==> config.mk <==
export PLATFORM = sky130hd
export DESIGN_NAME = step_tick_gen
export DESIGN_NICKNAME = d
export VERILOG_FILES = /design/src/rtl/step_tick_gen.sv
export SDC_FILE = /design/constraint.sdc
export NUM_CORES = 1
export LEC_CHECK = 0
export ABC_CLOCK_PERIOD_IN_PS = 1900
export BUFFER_PORTS_ARGS = -buffer_cell sky130_fd_sc_hd__clkbuf_2
export CORE_ASPECT_RATIO = 2
export CORE_MARGIN = 3
export CORE_UTILIZATION = 55
export CTS_CLUSTER_SIZE = 14
export DETAILED_ROUTE_END_ITERATION = 10
export MAX_ROUTING_LAYER = met4
export PLACE_DENSITY = 0.74
export SYNTH_ARGS = -nofsm -noshare
export SYNTH_HDL_FRONTEND = slang
export SYNTH_SLANG_ARGS = --single-unit
==> constraint.sdc <==
create_clock -name CLK -period 1.9 [get_ports CLK]
set_input_delay 0.19 -clock CLK [delete_from_list [all_inputs] [get_ports CLK]]
set_output_delay 0.19 -clock CLK [all_outputs]
set_load 0.02 [all_outputs]
==> src/rtl/step_tick_gen.sv <==
// Step-enable generator: free-running prescaler in auto mode, synchronised and
// debounced pushbutton in manual mode, plus debounced level and phase outputs.
module step_tick_gen #(
    parameter int DIV       = 50000000,
    parameter int DB_CYCLES = 1000000
) (
    input  logic CLK,
    input  logic rst_n,
    input  logic iMode,
    input  logic iBtn,
    input  logic iPause,
    output logic oTick,
    output logic oBtnLevel,
    output logic oPhase
);

    localparam int PW = (DIV > 1) ? $clog2(DIV) : 1;
    localparam int DW = (DB_CYCLES > 1) ? $clog2(DB_CYCLES) : 1;
    localparam logic [PW-1:0] PRESC_LAST = PW'(DIV - 1);
    // The sample that leaves S_LOW/S_HIGH is the first stable one, so the
    // counter in S_RISE/S_FALL only needs to cover the remaining DB_CYCLES-1.
    localparam logic [DW-1:0] DB_LAST = DW'((DB_CYCLES > 1) ? DB_CYCLES - 2 : 0);
    localparam bit DB_SINGLE = (DB_CYCLES == 1);

    typedef enum logic [1:0] {S_LOW, S_RISE, S_HIGH, S_FALL} state_t;

    logic          r_sync1, r_sync2;
    logic          r_mode;
    logic [PW-1:0] r_presc;
    logic [DW-1:0] r_db_cnt;
    state_t        r_state;
    logic          r_tick, r_btn_level, r_phase;

    logic          w_btn_s;
    state_t        w_state_nxt;
    logic [DW-1:0] w_db_cnt_nxt;
    logic          w_press, w_level_nxt;
    logic          w_switch, w_auto_evt;
    logic [PW-1:0] w_presc_nxt;

    assign w_btn_s = r_sync2;

    // NOTE: sequential state uses non-blocking assignments so every flop
    // samples pre-edge values regardless of statement order.
    always_ff @(posedge CLK or negedge rst_n) begin
        if (!rst_n) begin
            r_sync1 <= 1'b0;
            r_sync2 <= 1'b0;
            r_mode  <= 1'b0;
            r_presc <= '0;
        end else begin
            r_sync1 <= iBtn;
            r_sync2 <= r_sync1;
            r_mode  <= iMode;
            r_presc <= w_presc_nxt;
        end
    end

    always_ff @(posedge CLK or negedge rst_n) begin
        if (!rst_n) begin
            r_state  <= S_LOW;
            r_db_cnt <= '0;
        end else begin
            r_state  <= w_state_nxt;
            r_db_cnt <= w_db_cnt_nxt;
        end
    end

    // NOTE: every combinational output gets a default first so no path
    // through the case leaves it unassigned and infers a latch.
    always_comb begin
        w_state_nxt  = r_state;
        w_db_cnt_nxt = r_db_cnt;
        case (r_state)
            S_LOW: begin
                if (w_btn_s) begin
                    w_state_nxt  = DB_SINGLE ? S_HIGH : S_RISE;
                    w_db_cnt_nxt = '0;
                end
            end
            S_RISE: begin
                if (!w_btn_s) begin
                    w_state_nxt  = S_LOW;
                    w_db_cnt_nxt = '0;
                end else if (r_db_cnt == DB_LAST) begin
                    w_state_nxt  = S_HIGH;
                    w_db_cnt_nxt = '0;
                end else begin
                    w_db_cnt_nxt = r_db_cnt + 1'b1;
                end
            end
            S_HIGH: begin
                if (!w_btn_s) begin
                    w_state_nxt  = DB_SINGLE ? S_LOW : S_FALL;
                    w_db_cnt_nxt = '0;
                end
            end
            S_FALL: begin
                if (w_btn_s) begin
                    w_state_nxt  = S_HIGH;
                    w_db_cnt_nxt = '0;
                end else if (r_db_cnt == DB_LAST) begin
                    w_state_nxt  = S_LOW;
                    w_db_cnt_nxt = '0;
                end else begin
                    w_db_cnt_nxt = r_db_cnt + 1'b1;
                end
            end
            default: begin
                w_state_nxt  = S_LOW;
                w_db_cnt_nxt = '0;
            end
        endcase
    end

    // Press is only the debounced rising acceptance, not a bounce back from S_FALL.
    always_comb begin
        w_level_nxt = (w_state_nxt == S_HIGH) || (w_state_nxt == S_FALL);
        w_press     = (w_state_nxt == S_HIGH) && ((r_state == S_LOW) || (r_state == S_RISE));
    end

    assign w_switch   = iMode ^ r_mode;
    assign w_auto_evt = !r_mode && !iPause && (r_presc == PRESC_LAST);

    always_comb begin
        w_presc_nxt = r_presc;
        if (w_switch || r_mode)
            w_presc_nxt = '0;
        else if (!iPause)
            w_presc_nxt = (r_presc == PRESC_LAST) ? '0 : r_presc + 1'b1;
    end

    always_ff @(posedge CLK or negedge rst_n) begin
        if (!rst_n) begin
            r_tick      <= 1'b0;
            r_btn_level <= 1'b0;
            r_phase     <= 1'b0;
        end else begin
            r_tick      <= !w_switch && (r_mode ? w_press : w_auto_evt);
            r_btn_level <= w_level_nxt;
            if (!w_switch && w_auto_evt)
                r_phase <= ~r_phase;
        end
    end

    assign oTick     = r_tick;
    assign oBtnLevel = r_btn_level;
    assign oPhase    = r_phase;

endmodule

Word-level counts from Yosys, hierarchy flattened
Index checks and enable logic that the tools add are counted.

Word-level logic and storage cells: 53. Flip-flop bits (word level): 54. Output and inout bits: 3. Input bits: 5.

Bitwise gates (word level): 2. Equal/unequal tests: 10. Mux-type cells: 17. Reduce and logical (&&, ||, !) cells: 13. $add $sub $neg: 2.

Operators by type and width (count): $mux 20 (5); $pmux 20 s4 (1); $mux 26 (3); $add 26x1->26 const B (1); $eq 26x26->1 const B (1); $add 20x1->20 const B (1); $eq 20x20->1 const B (1); $mux 2 (6); $eq 2x2->1 const B (4); $pmux 2 s4 (1); $logic_and 1x1->1 (5); $ne 2x2->1 const B (2); $logic_not 1->1 (3); $logic_or 1x1->1 (3); $eq 2x1->1 const B (1); $logic_not 2->1 (1); $ne 2x1->1 const B (1); $reduce_and 2->1 (1); $mux 1 (1); $not 1->1 (1); $xor 1x1->1 (1).

Depth between registers and ports, before layout
Gate-level depths: netlist of run 1.

Depth after elaboration: 8. Depth in mapped cells: 8. Depth with buffers taken out: 7.

Least setup slack after synthesis of run 1
No wires, ideal clock.

Path kind: flip-flop to flip-flop. From: register r_mode. To: register r_presc[25]. Slack: 87 ps. Path buffers: 0. Stages on the path, launching flop included: 8. Arrival time: 1688 ps. Required time: 1775 ps. Library setup time: 125 ps. Clock period less this slack: 1813 ps. Cell sequence: dfrtp_1 -> inv_1 -> ha_1 -> nand2_1 -> nand4_4 -> nor4_4 -> nand3_1 -> mux2_2.

Longest elaborated chain between the ends: 3. Elaborated cells on any way between the ends: 4. Classes of those cells: 1 x eq/ne; 1 x mux; 1 x bitwise; 1 x reduce/logical.

RTL lines: start, declared (line 28) `logic r_mode;`; start signal, assigned (line 54) `r_mode <= iMode;`; $xor 1x1->1 (line 122) `assign w_switch = iMode ^ r_mode;`; $logic_or 1x1->1 * (line 127) `if (w_switch || r_mode)`; $ne 2x1->1 (no source line) or $mux 26 (tied branches); end signal, assigned (line 55) `r_presc <= w_presc_nxt;`; end, declared (line 29) `logic [PW-1:0] r_presc;`.

Mark *: on every way between the ends. The rest lies on a longest branch, timed or not. A chain may end at the register's enable or synchronous reset.

Worst setup path in the final report of run 1
From: register r_db_cnt[15]. To: register r_btn_level (netlist: oBtnLevel).

Longest elaborated chain between the ends: 6. Elaborated cells on any way between the ends: 9. Classes of those cells: 3 x eq/ne; 5 x mux; 1 x reduce/logical.

RTL lines: start, declared (line 30) `logic [DW-1:0] r_db_cnt;`; start signal, assigned (line 65) `r_db_cnt <= w_db_cnt_nxt;`; $eq 20x20->1 * (line 85, 102); $mux 2, on equally long branches (line 102, 85); $mux 2, on equally long branches (line 99, 82); $pmux 2 s4 * (line 74) `case (r_state)`; $eq 2x2->1 (line 118) `w_level_nxt = (w_state_nxt == S_HIGH) || (w_state_nxt == S_FALL);`; $logic_or 1x1->1 * (line 118); named net w_level_nxt (line 37) `logic w_press, w_level_nxt;`; end signal, assigned (line 140) `r_btn_level <= w_level_nxt;`; end, declared (line 32) `logic r_tick, r_btn_level, r_phase;`.

Mark *: on every way through the listed nets, which the timed path passes. The rest lies on a longest branch.

==> results of run 1 <==
state kept, by name, indices dropped and copies added (netlist names):
register   cells
r_db_cnt      20
oTick          1
oBtnLevel      1
r_sync2        1
r_state        2
r_presc       26
oPhase         1
r_sync1        1
r_mode         1
metal layers:
layer / wire length (um) / vias to the layer above
met2: 4152 / 67
met5: 0 / -
li1: - / 1224
met3: 188 / 29
met1: 2493 / 1264
met4: 412 / 0
layout by cell type (no fill, tap or decap), types with 3 or more instances in the layout:
cell type | synthesis | final
nor4_1 | 12 | 10
nor2b_1 | 5 | 5
nand3_1 | 13 | 13
clkbuf_2 | 2 | 7
nand4_1 | 9 | 9
a31oi_1 | 14 | 14
a21oi_1 | 14 | 14
mux2_2 | 3 | 3
dlygate4sd3_1 | 0 | 3
buf_4 | 2 | 38
o21ai_0 | 10 | 10
clkbuf_8 | 0 | 5
nor3_1 | 6 | 6
and2_1 | 4 | 4
dfrtp_1 | 54 | 54
inv_1 | 9 | 8
ha_1 | 4 | 4
xnor2_1 | 15 | 15
nor2_1 | 27 | 26
a22o_1 | 4 | 4
xor2_1 | 7 | 7
and4_1 | 5 | 5
nand2_1 | 31 | 31
buf_6 | 1 | 4
a41oi_1 | 3 | 3
and3_1 | 8 | 8
layout make-up:
cell class | count | area (um^2)
Clock buffer | 5 | 68.82
Timing Repair Buffer | 55 | 440.4
Sequential cell | 54 | 1351
Multi-Input combinational cell | 233 | 1585
Fill cell | 426 | 1609
Clock inverter | 3 | 23.77
Inverter | 9 | 33.78
Tap cell | 58 | 72.57
worst register-to-register path: stages (launching register included):
cell,delay (ns)
dfrtp_1,0.42
nor4bb_4,0.28
buf_4,0.16
and4_4,0.27
and3_1,0.25
mux2_2,0.35
power by group through the flow:
stage	Combinational, uW	Sequential [uW]	Clock (uW)
after CTS	158	1180	688
after floorplan	69.5	1210	0
after global routing	184	1190	724
after global placement	146	1210	0
final	165	1180	654
after detailed placement	149	1210	0
through the flow:
step / total power [uW] / utilization [%]
floorplan: 1277 / -
global placement: 1352 / 64.91
detailed placement: 1355 / 64.91
CTS: 2029 / 67.57
global route: 2095 / 68.97
finish: 2004 / 68.97
cells by family (layout without fill, tap and decap cells):
family                   Yosys count  count (layout)  synth area share, %
AO/OA/AOI/OAI                     56              57                12.42
XOR/XNOR                          22              22                6.463
adder cells (fa/ha/maj)            4               4                1.679
buffers and inverters             20              72                3.273
flip-flops                        54              54                45.32
multiplexers                       4               4                1.469
AND/OR/NAND/NOR                  146             146                29.37
path summary, 6_finish.rpt:
kind / from / endpoint / slack (ns) / cells past startpoint
setup / recovery: r_db_cnt[15]$_DFFE_PN0P_ / oBtnLevel$_DFF_PN0_ / 0.08 / 5
max in group asynchronous: rst_n / r_db_cnt[10]$_DFFE_PN0P_ / 0.92 / 3
min in group asynchronous: rst_n / r_db_cnt[12]$_DFFE_PN0P_ / 0.41 / 2
hold / removal: iPause / r_presc[0]$_DFFE_PN0P_ / 0.24 / 3
hold reg to reg: r_sync1$_DFF_PN0_ / r_sync2$_DFF_PN0_ / 0.35 / 0
setup reg to reg: r_db_cnt[15]$_DFFE_PN0P_ / oBtnLevel$_DFF_PN0_ / 0.08 / 5
what timing repair did:
action | in CTS | in global routing
cloned | 0 | 2
endpoints found under the hold margin | 22 | 0
setup endpoints to repair | 1 | 26
buffers inserted | 2 | 0
hold buffers | 3 | 0
pin swaps | 1 | 4
resized for setup | 0 | 12
==> summary.md, run 1 <==
| Metric | Value |
|---|---|
| Final min period | `1.824 ns` |
| Antenna cells | `0` |
| M3 GR Usage | `3.613%` |
| Die span in x | `58.06 um` |
| Die H | `110.1 um` |
| Post-synthesis register bit count | `54` |
| GRT overflow | `0` |
| Worst setup SP type | `flip-flop` |
| Crit-path max cell delay | `0.42 ns` |
| Psw | `508.0 uW` |
| CTS Root Cell | `clkbuf_8` |
| Post-route insts no fill | `417` |
| Hold Crit Class | `in2reg` |
| Initial antenna violation count | `0` |
| Gr usage total | `26.03%` |
| Mapped Area | `2982 um^2` |
| Req. time, crit path | `2.11 ns` |
| Met1 usage | `24.96%` |
| Synthesized instance count | `306` |
| Slew @ Worst Pin | `0.5865 ns` |
| Worst slew margin | `60.90%` |
| Most common cell in the netlist | `dfrtp_1` |
| Routed WL per cell | `17.38 um` |
| WP data arrival | `2.03 ns` |
| Cell taking the most area after synthesis | `dfrtp_1` |
| Antenna Nets Post-Route | `0` |
| Vias in the first global route | `2695` |
| Setup TNS | `0 ns` |
| CTS buffer count | `5` |
| Top Ports | `8` |
| Combinational cell fraction of total power | `8.2%` |
| DRC Markers | `0` |
| Vias per cell | `6.197` |
| Critical-path maximum fanout | `4` |
| Number of synthesized flops with an enable pin | `0` |
| CTS tree | `built` |
| PwrDens | `560.3 nW/um^2` |
| FFs w/ async S/R, synth | `100.0%` |
| Initial DRC count | `118` |
| Max Clk Rate | `548.4 MHz` |
| NumNets Final | `367` |
| Via count | `2584` |
| Fin Hold WS | `0.2355 ns` |
| Number of detailed-route iterations in the first pass | `4` |
| Htree depth | `2` |
| Cell Chain, Critical Path | `nor4bb_4, buf_4, and4_4, and3_1, mux2_2` |
| # rows | `37` |
| Syn Area/Cell | `9.744 um^2` |
| VDD IR-drop max | `0.0007102 V` |
| First-pass GRT wire length | `12.34 mm` |
| Fin crit share | `95.97%` |
| Syn Nets | `315` |
| Sinks on Clock Net | `54` |
| Largest net degree at the start of global routing | `35` |
| Most instantiated cells after synthesis | `dfrtp_1, nand2_1, nor2_1, xnor2_1` |
| Clock skew | `0.01366 ns` |
| Final setup violation count | `0` |
| Met2 Track Usage GR | `49.03%` |
| Clk Latency, worst-skew pair | `0.31 ns` |
| Slowest CP cell | `dfrtp_1` |
| Synth unique cells | `59` |
| Clk network pwr share | `32.6%` |
| Post-Place Setup Slack | `0.008032 ns` |
| Fin area | `3576 um^2` |
| # port buffers | `7` |
| Reg power frac | `59.1%` |
| Initial Util | `57.50%` |
| Share of the synthesized area in the top cell type | `45.32%` |
| Worst setup EP type | `flip-flop` |
| Clock transition at the registers of the reported paths | `0.10 ns` |
| Status | `finished clean` |
| Layout cells sized above 1 | `24.23%` |
| Yosys warnings | `0` |
| Maxcap violations | `0` |
| RSZ-0062 raised after global routing | `true` |
| Leakage power | `0.001602 uW` |
| GRT Max-Usage Layer | `met2` |
| Placed insts | `402` |
| Final WL | `7.247 mm` |
| Final Max Slew Viols | `0` |
| Top_reg_cell synth | `dfrtp_1` |
| Core Region | `5185 um^2` |
| Post-route setup slack | `0.07648 ns` |
| Cell Area, Placed | `3366 um^2` |
| Clk buf depth | `2` |
| CP top delay family | `simple AND/OR/NAND/NOR gates` |
| Hold Vio Cnt, Final | `0` |
| Die area | `6394 um^2` |
| Critical path class | `reg2reg` |
| Placed wire-length estimate | `5.378 mm` |
| Top post-synthesis cells by area | `dfrtp_1, xnor2_1, nand2_1, nor2_1, a31oi_1` |
| Switching share of total power | `25.35%` |
| Placer Congestion | `0.9198` |
| Pint | `1496 uW` |
| Bufs and invs on worst path | `1` |
| Post-synthesis sequential area ratio | `45.32%` |
| Area Overhead vs Synth | `19.93%` |
Power figures use the tool's default switching activity.
==> run 2, diff against run 1 <==
- RECOVER_POWER: unset -> 100
==> summary.md, run 2 (synthesis results as in run 1) <==
| Metric | Value |
|---|---|
| Vias in the first global route | `2695 (unchanged)` |
| Worst slew margin | `16.07% (was 60.90%)` |
| Worst setup SP type | `flip-flop (unchanged)` |
| Switching share of total power | `25.40% (was 25.35%)` |
| Crit-path max cell delay | `0.42 ns (about the same)` |
| Final Max Slew Viols | `0 (unchanged)` |
| Hold Crit Class | `in2reg (unchanged)` |
| Sequential cell area | `1351 um^2 (unchanged)` |
| Critical path class | `reg2reg (unchanged)` |
| Final min period | `1.874 ns (was 1.824 ns)` |
| Most flops, register | `r_presc (unchanged)` |
| WL met2 | `4.135 mm (was 4.152 mm)` |
| Psw | `509.1 uW (was 508.0 uW)` |
| Largest net degree at the start of global routing | `35 (unchanged)` |
| Post-Route M1 WL | `2.502 mm (was 2.493 mm)` |
| Critical-path maximum fanout | `4 (unchanged)` |
| Largest register FFs | `26 (unchanged)` |
| Initial Util | `57.50% (unchanged)` |
| WP data arrival | `2.08 ns (was 2.03 ns)` |
| Final setup violation count | `0 (unchanged)` |
| Fillers | `424 (was 426)` |
| # rows | `37 (unchanged)` |
| VDD IR-drop max | `0.0007094 V (was 0.0007102 V)` |
| Reg power frac | `59.1% (about the same)` |
| Routed WL per cell | `17.44 um (was 17.38 um)` |
| CTS buffer count | `5 (unchanged)` |
| Via count | `2602 (was 2584)` |
| Core Region | `5185 um^2 (unchanged)` |
| Number of detailed-route iterations in the first pass | `4 (unchanged)` |
| CTS Root Cell | `clkbuf_8 (unchanged)` |
| Post-route setup slack | `0.02628 ns (was 0.07648 ns)` |
| Hold Vio Cnt, Final | `0 (unchanged)` |
| Placed wire-length estimate | `5.378 mm (unchanged)` |
| DRC Markers | `0 (unchanged)` |
| Pint | `1495 uW (was 1496 uW)` |
| Status | `finished clean (unchanged)` |
| Placer Congestion | `0.9198 (unchanged)` |
| Clk buf depth | `2 (unchanged)` |
| Initial DRC count | `120 (was 118)` |
| Initial antenna violation count | `0 (unchanged)` |
| Vias per cell | `6.240 (was 6.197)` |
| Maxcap violations | `0 (unchanged)` |
| Multi-input gate area | `1585 um^2 (unchanged)` |
| Regs by FF count | `r_presc x26, r_db_cnt x20, r_state x2 (unchanged)` |
| NumNets Final | `367 (unchanged)` |
| Antenna Nets Post-Route | `0 (unchanged)` |
| Die H | `110.1 um (unchanged)` |
| Met3 routed WL | `209 um (was 188 um)` |
| Max Clk Rate | `533.7 MHz (was 548.4 MHz)` |
| Layout cells sized above 1 | `22.56% (was 24.23%)` |
| Gr usage total | `26.03% (unchanged)` |
| Slew @ Worst Pin | `1.259 ns (was 0.5865 ns)` |
| First-pass GRT wire length | `12.34 mm (unchanged)` |
| Worst setup EP type | `flip-flop (unchanged)` |
| RSZ-0062 raised after global routing | `true (unchanged)` |
| Clk Latency, worst-skew pair | `0.31 ns (about the same)` |
| Final WL | `7.271 mm (was 7.247 mm)` |
| Cell Chain, Critical Path | `nor4bb_4, clkbuf_1, and4_4, and3_1, mux2_2 (was nor4bb_4, buf_4, and4_4, and3_1, mux2_2)` |
| Clock transition at the registers of the reported paths | `0.10 ns (about the same)` |
| Leakage power | `0.001580 uW (was 0.001602 uW)` |
| Slowest CP cell | `dfrtp_1 (unchanged)` |
| # port buffers | `7 (unchanged)` |
| Clock skew | `0.01301 ns (was 0.01366 ns)` |
| Antenna cells | `0 (unchanged)` |
| Fin Hold WS | `0.2354 ns (was 0.2355 ns)` |
| Most frequent cells in the layout | `dfrtp_1, buf_4, nand2_1 (unchanged)` |
| Fin crit share | `98.62% (was 95.97%)` |
| Clk network pwr share | `32.7% (was 32.6%)` |
| CTS tree | `built (unchanged)` |
| Die area | `6394 um^2 (unchanged)` |
| DR top layer | `met4 (unchanged)` |
| Combinational cell fraction of total power | `8.2% (about the same)` |
| Post-Place Setup Slack | `0.008032 ns (unchanged)` |
| Req. time, crit path | `2.11 ns (about the same)` |
| Top Ports | `8 (unchanged)` |
| Htree depth | `2 (unchanged)` |
| Area Overhead vs Synth | `19.60% (was 19.93%)` |
| Sinks on Clock Net | `54 (unchanged)` |
| GRT overflow | `0 (unchanged)` |
| Die span in x | `58.06 um (unchanged)` |
| Most common cell after layout, fill and taps aside | `dfrtp_1 (unchanged)` |
| PwrDens | `562.0 nW/um^2 (was 560.3 nW/um^2)` |
==> run 2: cell count changes in the layout (fill, tap and decap cells not counted), sizes merged <==
cell | before | now
buf | 45 | 44
clkbuf | 12 | 13
==> run 2: critical path: cells and delay by family (launching register included) <==
| family | cells | cell delay, ns |
|---|---|---|
| buffers and inverters | 1 | 0.19 |
| AND/OR/NAND/NOR | 3 | 0.81 |
| flip-flops | 1 | 0.42 |
| multiplexers | 1 | 0.35 |
==> run 2: final timing paths <==
path,from,end,slack (ns),cells after the start
max in group asynchronous,rst_n,r_db_cnt[10]$_DFFE_PN0P_,0.45,3
max reg2reg,r_db_cnt[15]$_DFFE_PN0P_,oBtnLevel$_DFF_PN0_,0.03,5
min,iPause,r_presc[0]$_DFFE_PN0P_,0.24,3
min reg2reg,r_sync1$_DFF_PN0_,r_sync2$_DFF_PN0_,0.35,0
min in group asynchronous,rst_n,r_db_cnt[12]$_DFFE_PN0P_,0.67,2
max,r_db_cnt[15]$_DFFE_PN0P_,oBtnLevel$_DFF_PN0_,0.03,5
==> run 2: stage by stage <==
stage | std cells | instance area, um^2 | setup TNS [ns] | util (%) | power (uW)
detailed placement | 402 | 3366 | 0 | 64.91 | 1355
global placement | 402 | 3366 | 0 | 64.91 | 1352
CTS | 415 | 3503 | 0 | 67.57 | 2029
floorplan | 306 | 2982 | 0 | - | 1277
finish | 417 | 3566 | 0 | 68.77 | 2004
global route | 417 | 3566 | -0.3302 | 68.77 | 2094
==> run 2: what timing repair did <==
item | CTS | global route
hold buffers | 3 | 0
resized for setup | 0 | 12
endpoints found under the hold margin | 22 | 0
pin swaps | 1 | 4
gates cloned | 0 | 2
setup buffers | 2 | 0
setup endpoints to repair | 1 | 26
==> run 2: per-layer routing <==
metal  up-vias  global-route usage [%]
met5         -                       -
met4         0                   13.10
met3        29                   3.613
met2        78                   49.03
met1      1272                   24.96
li1       1223                       -
==> run 2: area by class of cell <==
type                    count  share of cell area [%]
well taps                  58                   2.035
clock buffers               5                   1.930
repair buffers             55                   12.07
flip-flops and latches     54                   37.89
inverters                   9                  0.9474
clock inverters             3                  0.6667
multi-input cells         233                   44.46
==> run 2: power by group through the flow <==
stage          clock network (uW)  logic, uW  registers, uW
6_report                      655        164           1180
5_1_grt                       724        183           1190
4_1_cts                       688        158           1180
3_5_place_dp                    0        149           1210
3_3_place_gp                    0        146           1210
2_1_floorplan                   0       69.5           1210
==> run 3, diff against run 2 <==
- CORE_UTILIZATION: 55 -> 40
- PLACE_DENSITY: 0.74 -> unset
==> summary.md, run 3 (synthesis results as in run 1) <==
| Metric | Value |
|---|---|
| NumNets Final | `369 (was 367)` |
| Leakage power | `0.001710 uW (was 0.001580 uW)` |
| Sequential cell area | `1351 um^2 (unchanged)` |
| Cell Area, Placed | `3391 um^2 (was 3366 um^2)` |
| Initial Util | `41.98% (was 57.50%)` |
| PwrDens | `631.4 nW/um^2 (was 562.0 nW/um^2)` |
| CTS tree | `built (unchanged)` |
| Most flops, register | `r_presc (unchanged)` |
| Final Util | `52.71% (was 68.77%)` |
| Worst slew margin | `19.24% (was 16.07%)` |
| Worst setup EP type | `flip-flop (unchanged)` |
| Layout cells sized above 1 | `25.21% (was 22.56%)` |
| Initial DRC count | `130 (was 120)` |
| Clock skew | `0.005708 ns (was 0.01301 ns)` |
| Maxcap violations | `0 (unchanged)` |
| Hold Vio Cnt, Final | `0 (unchanged)` |
| Initial antenna violation count | `0 (unchanged)` |
| First-pass GRT wire length | `11.91 mm (was 12.34 mm)` |
| Via count | `2587 (was 2602)` |
| WP data arrival | `2.05 ns (was 2.08 ns)` |
| Sinks on Clock Net | `54 (unchanged)` |
| Final setup violation count | `0 (unchanged)` |
| Multi-input gate area | `1652 um^2 (was 1585 um^2)` |
| Fin area | `3744 um^2 (was 3566 um^2)` |
| Antenna cells | `0 (unchanged)` |
| Placer Congestion | `0.8336 (was 0.9198)` |
| # port buffers | `7 (unchanged)` |
| Gr usage total | `18.89% (was 26.03%)` |
| Max Clk Rate | `534.5 MHz (was 533.7 MHz)` |
| Clk Latency, worst-skew pair | `0.29 ns (was 0.31 ns)` |
| Final min period | `1.871 ns (was 1.874 ns)` |
| Fillers | `666 (was 424)` |
| Clock transition at the registers of the reported paths | `0.07 ns (was 0.10 ns)` |
| Critical path class | `reg2reg (unchanged)` |
| Htree depth | `2 (unchanged)` |
| Routed WL per cell | `16.97 um (was 17.44 um)` |
| Largest net degree at the start of global routing | `55 (was 35)` |
| Vias per cell | `5.736 (was 6.240)` |
| Vias in the first global route | `2474 (was 2695)` |
| GRT overflow | `0 (unchanged)` |
| Final WL | `7.654 mm (was 7.271 mm)` |
| RSZ-0062 raised after global routing | `true (unchanged)` |
| Final Max Slew Viols | `0 (unchanged)` |
| Clk buf depth | `2 (unchanged)` |
| Hold Crit Class | `in2reg (unchanged)` |
| VDD IR-drop max | `0.0003887 V (was 0.0007094 V)` |
| Status | `finished clean (unchanged)` |
| CTS Root Cell | `clkbuf_16 (was clkbuf_8)` |
| Slew @ Worst Pin | `1.211 ns (was 1.259 ns)` |
| DRC Markers | `0 (unchanged)` |
| CTS buffer count | `5 (unchanged)` |
| Placed wire-length estimate | `5.357 mm (was 5.378 mm)` |
| Core Region | `7102 um^2 (was 5185 um^2)` |
| Fin crit share | `98.46% (was 98.62%)` |
| Largest register FFs | `26 (unchanged)` |
| Most frequent cells in the layout | `dfrtp_1, buf_4, nand2_1 (unchanged)` |
| Req. time, crit path | `2.08 ns (was 2.11 ns)` |
| Top Ports | `8 (unchanged)` |
| Regs by FF count | `r_presc x26, r_db_cnt x20, r_state x2 (unchanged)` |
| Critical-path maximum fanout | `8 (was 4)` |
| # rows | `43 (was 37)` |
| Area Overhead vs Synth | `25.56% (was 19.60%)` |
| Antenna Nets Post-Route | `0 (unchanged)` |
| Most common cell after layout, fill and taps aside | `dfrtp_1 (unchanged)` |
| Number of detailed-route iterations in the first pass | `4 (unchanged)` |
| Die span in x | `67.05 um (was 58.06 um)` |
| Die area | `8589 um^2 (was 6394 um^2)` |
| Worst setup SP type | `flip-flop (unchanged)` |
| Die H | `128.1 um (was 110.1 um)` |
==> run 3: changes by cell type in the layout (fill, tap and decap cells not counted), sizes merged <==
cell	before	now
a21oi	16	15
buf	44	46
clkbuf	13	17
clkinvlp	2	0
dlygate4sd3	3	2
inv	10	9
nand4b	2	3
==> run 3: metrics by stage <==
stage / instances / hold WS (ns) / setup TNS [ns] / worst slack (ns) / power, uW
4_1_cts: 443 / 0.02293 / 0 / 0.02257 / 2383
3_3_place_gp: 432 / 0.2206 / 0 / 0.03200 / 1354
2_1_floorplan: 306 / -0.1056 / 0 / 0.08721 / 1277
5_1_grt: 451 / 0.03490 / -0.4163 / -0.07404 / 2455
6_report: 451 / 0.05146 / 0 / 0.02926 / 2364
3_5_place_dp: 432 / 0.2185 / -0.01831 / -0.01831 / 1359
==> run 3: worst paths after layout <==
check,start,end,slack [ns],cells past startpoint
setup / recovery,r_db_cnt[15]$_DFFE_PN0P_,r_db_cnt[13]$_DFFE_PN0P_,0.03,7
hold / removal,iMode,r_mode$_DFF_PN0_,0.05,1
setup reg to reg,r_db_cnt[15]$_DFFE_PN0P_,r_db_cnt[13]$_DFFE_PN0P_,0.03,7
hold reg to reg,r_sync1$_DFF_PN0_,r_sync2$_DFF_PN0_,0.36,0
max in group asynchronous,rst_n,r_db_cnt[15]$_DFFE_PN0P_,0.38,3
min in group asynchronous,rst_n,r_db_cnt[18]$_DFFE_PN0P_,0.77,3
==> run 3: worst max-delay path: stages, from the launching register on <==
cell,delay (ns)
dfrtp_1,0.39
nor4bb_2,0.32
buf_4,0.17
and4_4,0.24
a21oi_4,0.10
buf_6,0.17
o311a_1,0.10
a221o_1,0.25
==> run 3: final cells by class <==
cell class,count,share of cell area [%]
Tap cell,90,3.008
Clock buffer,8,4.445
Timing Repair Buffer,57,11.43
Sequential cell,54,36.10
Inverter,9,0.9024
Multi-Input combinational cell,233,44.12
==> run 3: per-layer routing <==
layer / share of wire, % / wire length (um) / GRT usage [%] / vias to the layer above
li1: - / - / - / 1231
met2: 57 / 4379 / 34.80 / 56
met1: 35 / 2686 / 17.71 / 1275
met5: 0 / 0 / - / -
met3: 2.3 / 176 / 2.632 / 25
met4: 5.4 / 412 / 10.77 / 0
==> run 3: power by group <==
group	internal, uW	switching [uW]
Clock	598	410
Combinational	70.3	98.8
Sequential	1160	22.4
Total	1830	531
==> run 3: what timing repair did <==
action | 4_1_cts | 5_1_grt
setup buffers | 1 | 7
pin swaps | 1 | 9
endpoints found under the hold margin | 55 | 0
endpoints found under the setup margin | 3 | 27
hold buffers | 2 | 0
gates resized for setup | 0 | 25
cloned | 0 | 1
